File: config.mk
export PLATFORM = sky130hd
export DESIGN_NAME = exec_mem_stage
export DESIGN_NICKNAME = d
export VERILOG_FILES = /design/src/rtl/exec_mem_stage.sv
export SDC_FILE = /design/constraint.sdc
export NUM_CORES = 1
export LEC_CHECK = 0
export ABC_AREA = 1
export CORE_ASPECT_RATIO = 1.1
export CORE_UTILIZATION = 31
export DETAILED_ROUTE_END_ITERATION = 10
export MAX_ROUTING_LAYER = met4
export PLACE_DENSITY_LB_ADDON = 0.2
export SYNTH_ARGS = -nofsm -noshare
export SYNTH_HDL_FRONTEND = slang
export SYNTH_SLANG_ARGS = --single-unit
File: constraint.sdc
create_clock -name clk -period 1.11 [get_ports clk]
set_input_delay 0.333 -clock clk [delete_from_list [all_inputs] [get_ports clk]]
set_output_delay 0.333 -clock clk [all_outputs]
set_load 0.01 [all_outputs]
File: src/rtl/exec_mem_stage.sv
// exec_mem_stage: registered stage behind the 16-bit ALU.
// Accepts one operation per cycle when idle. Single-cycle ops produce a writeback or a
// branch strobe on the next cycle. LD/ST drive a req/ack data-memory bus, with a timeout
// that aborts the access and raises a sticky error flag.
module exec_mem_stage #(
    parameter int DATA_W     = 16,
    parameter int REG_ADDR_W = 3,
    parameter int MEM_TMO    = 255
) (
    input  logic                  clk,
    input  logic                  rst_n,
    input  logic                  inValid,
    output logic                  inReady,
    input  logic [1:0]            selType,
    input  logic [1:0]            selOp,
    input  logic [DATA_W-1:0]     aluRes,
    input  logic                  cbz,
    input  logic [DATA_W-1:0]     stData,
    input  logic [REG_ADDR_W-1:0] rdIdx,
    output logic                  memReq,
    output logic                  memWe,
    output logic [DATA_W-1:0]     memAddr,
    output logic [DATA_W-1:0]     memWdata,
    input  logic                  memAck,
    input  logic [DATA_W-1:0]     memRdata,
    output logic                  wbValid,
    output logic [REG_ADDR_W-1:0] wbIdx,
    output logic [DATA_W-1:0]     wbData,
    output logic                  brTaken,
    output logic [DATA_W-1:0]     brTarget,
    output logic                  memErr,
    input  logic                  errClr
);

    localparam int CNT_W = $clog2(MEM_TMO + 1);
    // Counter value on the last permitted wait cycle; the next edge would make it MEM_TMO.
    localparam logic [CNT_W-1:0] TMO_LAST = CNT_W'(MEM_TMO - 1);

    typedef enum logic {
        IDLE,
        MEM_WAIT
    } state_t;

    state_t                  state, state_nxt;
    logic [CNT_W-1:0]        cnt, cnt_nxt;
    logic [REG_ADDR_W-1:0]   ld_idx, ld_idx_nxt;

    logic                    mem_req_nxt;
    logic                    mem_we_nxt;
    logic [DATA_W-1:0]       mem_addr_nxt;
    logic [DATA_W-1:0]       mem_wdata_nxt;
    logic                    wb_valid_nxt;
    logic [REG_ADDR_W-1:0]   wb_idx_nxt;
    logic [DATA_W-1:0]       wb_data_nxt;
    logic                    br_taken_nxt;
    logic [DATA_W-1:0]       br_target_nxt;
    logic                    mem_err_nxt;

    logic accept;
    logic is_wb_op;
    logic is_mem_op;
    logic is_bz;
    logic is_jmp;
    logic timeout;

    assign inReady   = (state == IDLE);
    assign accept    = inValid && (state == IDLE);
    // Arith/logic always write back; SET is type 10 with op 1x, SLT is type 11 with op 0x.
    assign is_wb_op  = !selType[1]
                     || (selType == 2'b10 && selOp[1])
                     || (selType == 2'b11 && !selOp[1]);
    assign is_mem_op = (selType == 2'b10) && !selOp[1];
    assign is_bz     = (selType == 2'b11) && (selOp == 2'b10);
    assign is_jmp    = (selType == 2'b11) && (selOp == 2'b11);
    assign timeout   = (cnt == TMO_LAST);

    // State register: only LD/ST leave IDLE.
    always_ff @(posedge clk or negedge rst_n) begin
        if (!rst_n) begin
            state <= IDLE;
        end else begin
            state <= state_nxt;
        end
    end

    // Next-state logic: enter MEM_WAIT on a memory op, leave on ack or timeout.
    always_comb begin
        state_nxt = state;
        case (state)
            IDLE: begin
                if (accept && is_mem_op) begin
                    state_nxt = MEM_WAIT;
                end
            end
            MEM_WAIT: begin
                if (memAck || timeout) begin
                    state_nxt = IDLE;
                end
            end
            default: state_nxt = IDLE;
        endcase
    end

    // Output logic: next values for the registered outputs, counter and latched load index.
    always_comb begin
        mem_req_nxt   = memReq;
        mem_we_nxt    = memWe;
        mem_addr_nxt  = memAddr;
        mem_wdata_nxt = memWdata;
        wb_valid_nxt  = 1'b0;
        wb_idx_nxt    = wbIdx;
        wb_data_nxt   = wbData;
        br_taken_nxt  = 1'b0;
        br_target_nxt = brTarget;
        mem_err_nxt   = errClr ? 1'b0 : memErr;
        cnt_nxt       = cnt;
        ld_idx_nxt    = ld_idx;
        case (state)
            IDLE: begin
                cnt_nxt = '0;
                if (accept) begin
                    if (is_wb_op) begin
                        wb_valid_nxt = 1'b1;
                        wb_data_nxt  = aluRes;
                        wb_idx_nxt   = rdIdx;
                    end
                    if (is_jmp || (is_bz && cbz)) begin
                        br_taken_nxt  = 1'b1;
                        br_target_nxt = aluRes;
                    end
                    if (is_mem_op) begin
                        mem_req_nxt  = 1'b1;
                        mem_we_nxt   = selOp[0];
                        mem_addr_nxt = aluRes;
                        ld_idx_nxt   = rdIdx;
                        if (selOp[0]) begin
                            mem_wdata_nxt = stData;
                        end
                    end
                end
            end
            MEM_WAIT: begin
                if (memAck) begin
                    mem_req_nxt = 1'b0;
                    cnt_nxt     = '0;
                    if (!memWe) begin
                        wb_valid_nxt = 1'b1;
                        wb_data_nxt  = memRdata;
                        wb_idx_nxt   = ld_idx;
                    end
                end else if (timeout) begin
                    mem_req_nxt = 1'b0;
                    mem_err_nxt = 1'b1;
                    cnt_nxt     = '0;
                end else begin
                    cnt_nxt = cnt + CNT_W'(1);
                end
            end
            default: begin
                mem_req_nxt = 1'b0;
                cnt_nxt     = '0;
            end
        endcase
    end

    // Output and datapath registers, all cleared by reset so an abort never writes back.
    always_ff @(posedge clk or negedge rst_n) begin
        if (!rst_n) begin
            memReq   <= 1'b0;
            memWe    <= 1'b0;
            memAddr  <= '0;
            memWdata <= '0;
            wbValid  <= 1'b0;
            wbIdx    <= '0;
            wbData   <= '0;
            brTaken  <= 1'b0;
            brTarget <= '0;
            memErr   <= 1'b0;
            cnt      <= '0;
            ld_idx   <= '0;
        end else begin
            memReq   <= mem_req_nxt;
            memWe    <= mem_we_nxt;
            memAddr  <= mem_addr_nxt;
            memWdata <= mem_wdata_nxt;
            wbValid  <= wb_valid_nxt;
            wbIdx    <= wb_idx_nxt;
            wbData   <= wb_data_nxt;
            brTaken  <= br_taken_nxt;
            brTarget <= br_target_nxt;
            memErr   <= mem_err_nxt;
            cnt      <= cnt_nxt;
            ld_idx   <= ld_idx_nxt;
        end
    end

endmodule

==> impl_metrics.py, run 1 <==
metrics = {
    "outcome": {
        "outcome": "finished with violations",
        "violations": "negative setup slack",
    },
    "hold_path": {
        "hp-class": "in -> async",
    },
    "synthesis": {
        "post-synth-top-count-cell": "nand2_1",
        "synth_fp_nets": 462,
        "syn_inst": 399,
        "ys_ff_latch": 84,
        "yosysSeqAreaShare_pct": 59.32,
        "synth.top_cell.area_share_pct": 59.32,
        "synth-main-ff-cell": "dfrtp_1",
        "yosys_warnings": 0,
        "async_flop_share_pct": 100.0,
        "yosys-top-cells-area": "dfrtp_1 (59%), nand2_1 (14%), nand3_1 (6.2%)",
        "netlist_area_um2": 3543,
        "synth.avg_cell_area_um2": 8.881,
        "yosys-top-cells-count": "nand2_1 (134), dfrtp_1 (84), nand3_1 (44)",
        "synth_top_cell_by_area": "dfrtp_1",
        "synth_enable_flop_cells": 0,
        "synthDistinctLibCells": 24,
    },
    "timing": {
        "rsz0062_at_grt": "yes",
        "report.final.slew_viol_count": 0,
        "setup_viol": 155,
        "setup_ws_ns": -0.1965,
        "final-hold-violation-count": 0,
        "whs_ns": 0.4159,
        "setup_tns_ns": -18.02,
        "tightest_slew_ns": 0.2910,
        "fin_crit_ns": 1.306,
        "maxSlewHeadroom_pct": 80.60,
        "skew_ns": 0.009154,
        "fin_crit_sh_pct": 117.7,
        "maxClockFrequency_mhz": 765.4,
    },
    "global_routing": {
        "first_global_vias": 3293,
        "grt_max_degree": 41,
        "grt_remaining_overflow": 0,
        "antenna_found_initial": 0,
        "grt_first_pass_wirelength_mm": 17.00,
        "grt.total_usage_pct": 19.21,
    },
    "floorplan": {
        "fp.dieH_um": 114.1,
        "start_util_pct": 32.18,
        "ios": 134,
        "core_um2": 11010,
        "rows": 40,
        "dieArea_um2": 11860,
        "chipWidth_um": 103.9,
    },
    "setup_path": {
        "cp-start-kind": "input pin",
        "crit_arrival_ns": 1.58,
        "critPathCaptureType": "register",
        "cp_common_cell": "buf_12",
        "critical-path-slowest-cell": "clkdlybuf4s50_1",
        "critPathMaxStageDelay_ns": 0.56,
        "critical_path_class": "in -> reg",
        "required_ns": 1.38,
        "cp_max_fo": 8,
        "crit_chain": "clkdlybuf4s50_1 -> nand2_8 -> nor2_8 -> buf_12 -> buf_12 -> nand3_2 -> nand2_1",
    },
    "run": {
        "drv_cap": 0,
    },
    "final_layout": {
        "drive_gt1_share_pct": 34.92,
        "final_nets": 668,
        "n_antenna_cell": 0,
        "area_delta_synth_final_pct": 68.19,
    },
    "route": {
        "wl_per_cell_um": 13.97,
        "routed_via_density": 4.421,
        "wirelength_mm": 10.58,
        "dr.pass1.iters": 6,
        "drt_iter0_drc": 140,
        "antenna_left": 0,
        "drc_errors": 0,
        "vias": 3347,
    },
    "power": {
        "power_density_nw_per_um2": 1546,
        "ir_drop_mv": 0.8511,
        "leakage_nw": 2.999,
    },
    "placement": {
        "hpwl_mm": 7.013,
        "dp_slack_ns": -0.6293,
        "place.gp.congestion": 0.7982,
        "port_buffers": 133,
    },
    "clock_tree": {
        "cts-root-buf": "clkbuf_16",
        "clkTransAtPathRegs_ns": 0.06,
        "clkLatencyLatePin_ns": 0.34,
        "cts_sinks": 84,
        "numCtsBuffers": 9,
        "clock_path_buffers": 2,
        "h-tree-depth": 3,
        "cts_tree": "yes",
    },
}
per-layer routing:
metal  wire length, um  vias to the layer above  GRT usage (%)
li1                  -                     1683              -
met3               465                       15          3.984
met1              4637                     1576          23.07
met4               199                        0          8.095
met2              5275                       73          31.60
met5                 0                        -              -
final cells by class:
type                            instances  area (um^2)
Clock buffer                           12        246.5
Clock inverter                          4        25.02
Fill cell                            1058         5051
Inverter                               30        128.9
Multi-Input combinational cell        266         1414
Sequential cell                        84         2102
Tap cell                              147        183.9
Timing Repair Buffer                  214         1859
registers in the layout, summed over array words and instances, names as in the netlist:
register,flops
brTaken,1
memWdata,16
memWe,1
cnt,8
state,1
wbData,16
brTarget,16
wbIdx,3
ld_idx,3
wbValid,1
memReq,1
memErr,1
memAddr,16
cells in the final DEF, fill, tap and decap left out, drive strengths merged, types with 2 or more instances in the layout:
master / count
clkbuf: 12
nor3: 2
clkinvlp: 2
clkinv: 2
nor2: 15
o21ai: 57
ha: 2
xor2: 2
nand2: 139
inv: 30
clkdlybuf4s50: 57
a21oi: 2
buf: 154
nand3: 45
dfrtp: 84
cell families after synthesis:
kind of cell,Yosys count,synth area share [%]
and+or+nand+nor,200,24.33
DFF,84,59.32
xor gates and xnor gates,3,0.7417
buffers and inverters,51,6.462
adders and majority gates,2,0.7061
AOI/OAI and AO/OA,59,8.439
report_power, final:
group	switching [W]	internal, W	leakage (nW)
clock network	0.00119	0.00157	0.129
logic	0.00115	0.00140	1.80
registers	0.000313	0.00359	1.07
total	0.00265	0.00656	3.00
per-stage QoR:
step	cells	util [%]	power, W	area [um^2]
3_3_place_gp	711	49.30	0.006446	5428
4_1_cts	741	51.31	0.009035	5649
6_report	757	54.13	0.009212	5959
5_1_grt	757	54.13	0.009699	5959
2_1_floorplan	399	-	0.004756	3593
3_5_place_dp	711	49.30	0.006487	5428
critical path, delay by kind of cell:
family,cells,cell delay [ns]
AND/OR/NAND/NOR,4,0.35
buffers and inverters,3,0.90
what timing repair did:
action | in CTS | in global routing
setup buffers | 9 | 16
setup endpoints to repair | 156 | 157
endpoints found under the hold margin | 15 | 0
gates resized for setup | 328 | 47
hold buffers | 1 | 0
gates cloned | 4 | 0
pin swaps | 5 | 4
worst paths after layout:
path	startpoint	cells past startpoint	to	slack (ns)
setup / recovery	inValid	7	memWdata[10]	-0.20
hold / removal	rst_n	2	wbIdx[2]	0.42
setup reg to reg	state	8	memWdata[10]	-0.18
hold reg to reg	memWdata[4]	2	memWdata[4]	0.47
max in group asynchronous	rst_n	3	memWdata[0]	0.23
min in group clk	memWdata[4]	2	memWdata[4]	0.47
Note: power is estimated with default switching activity, not from simulation.
==> run 2, diff against run 1 <==
--- a/config.mk
+++ b/config.mk
@@ -6,6 +6,7 @@
 export NUM_CORES = 1
 export LEC_CHECK = 0
 export ABC_AREA = 1
+export CAP_MARGIN = 20
 export CORE_ASPECT_RATIO = 1.1
 export CORE_UTILIZATION = 31
 export DETAILED_ROUTE_END_ITERATION = 10
==> results of run 2 <==
No change in the layout: final DEF, timing and power equal those of run 1.
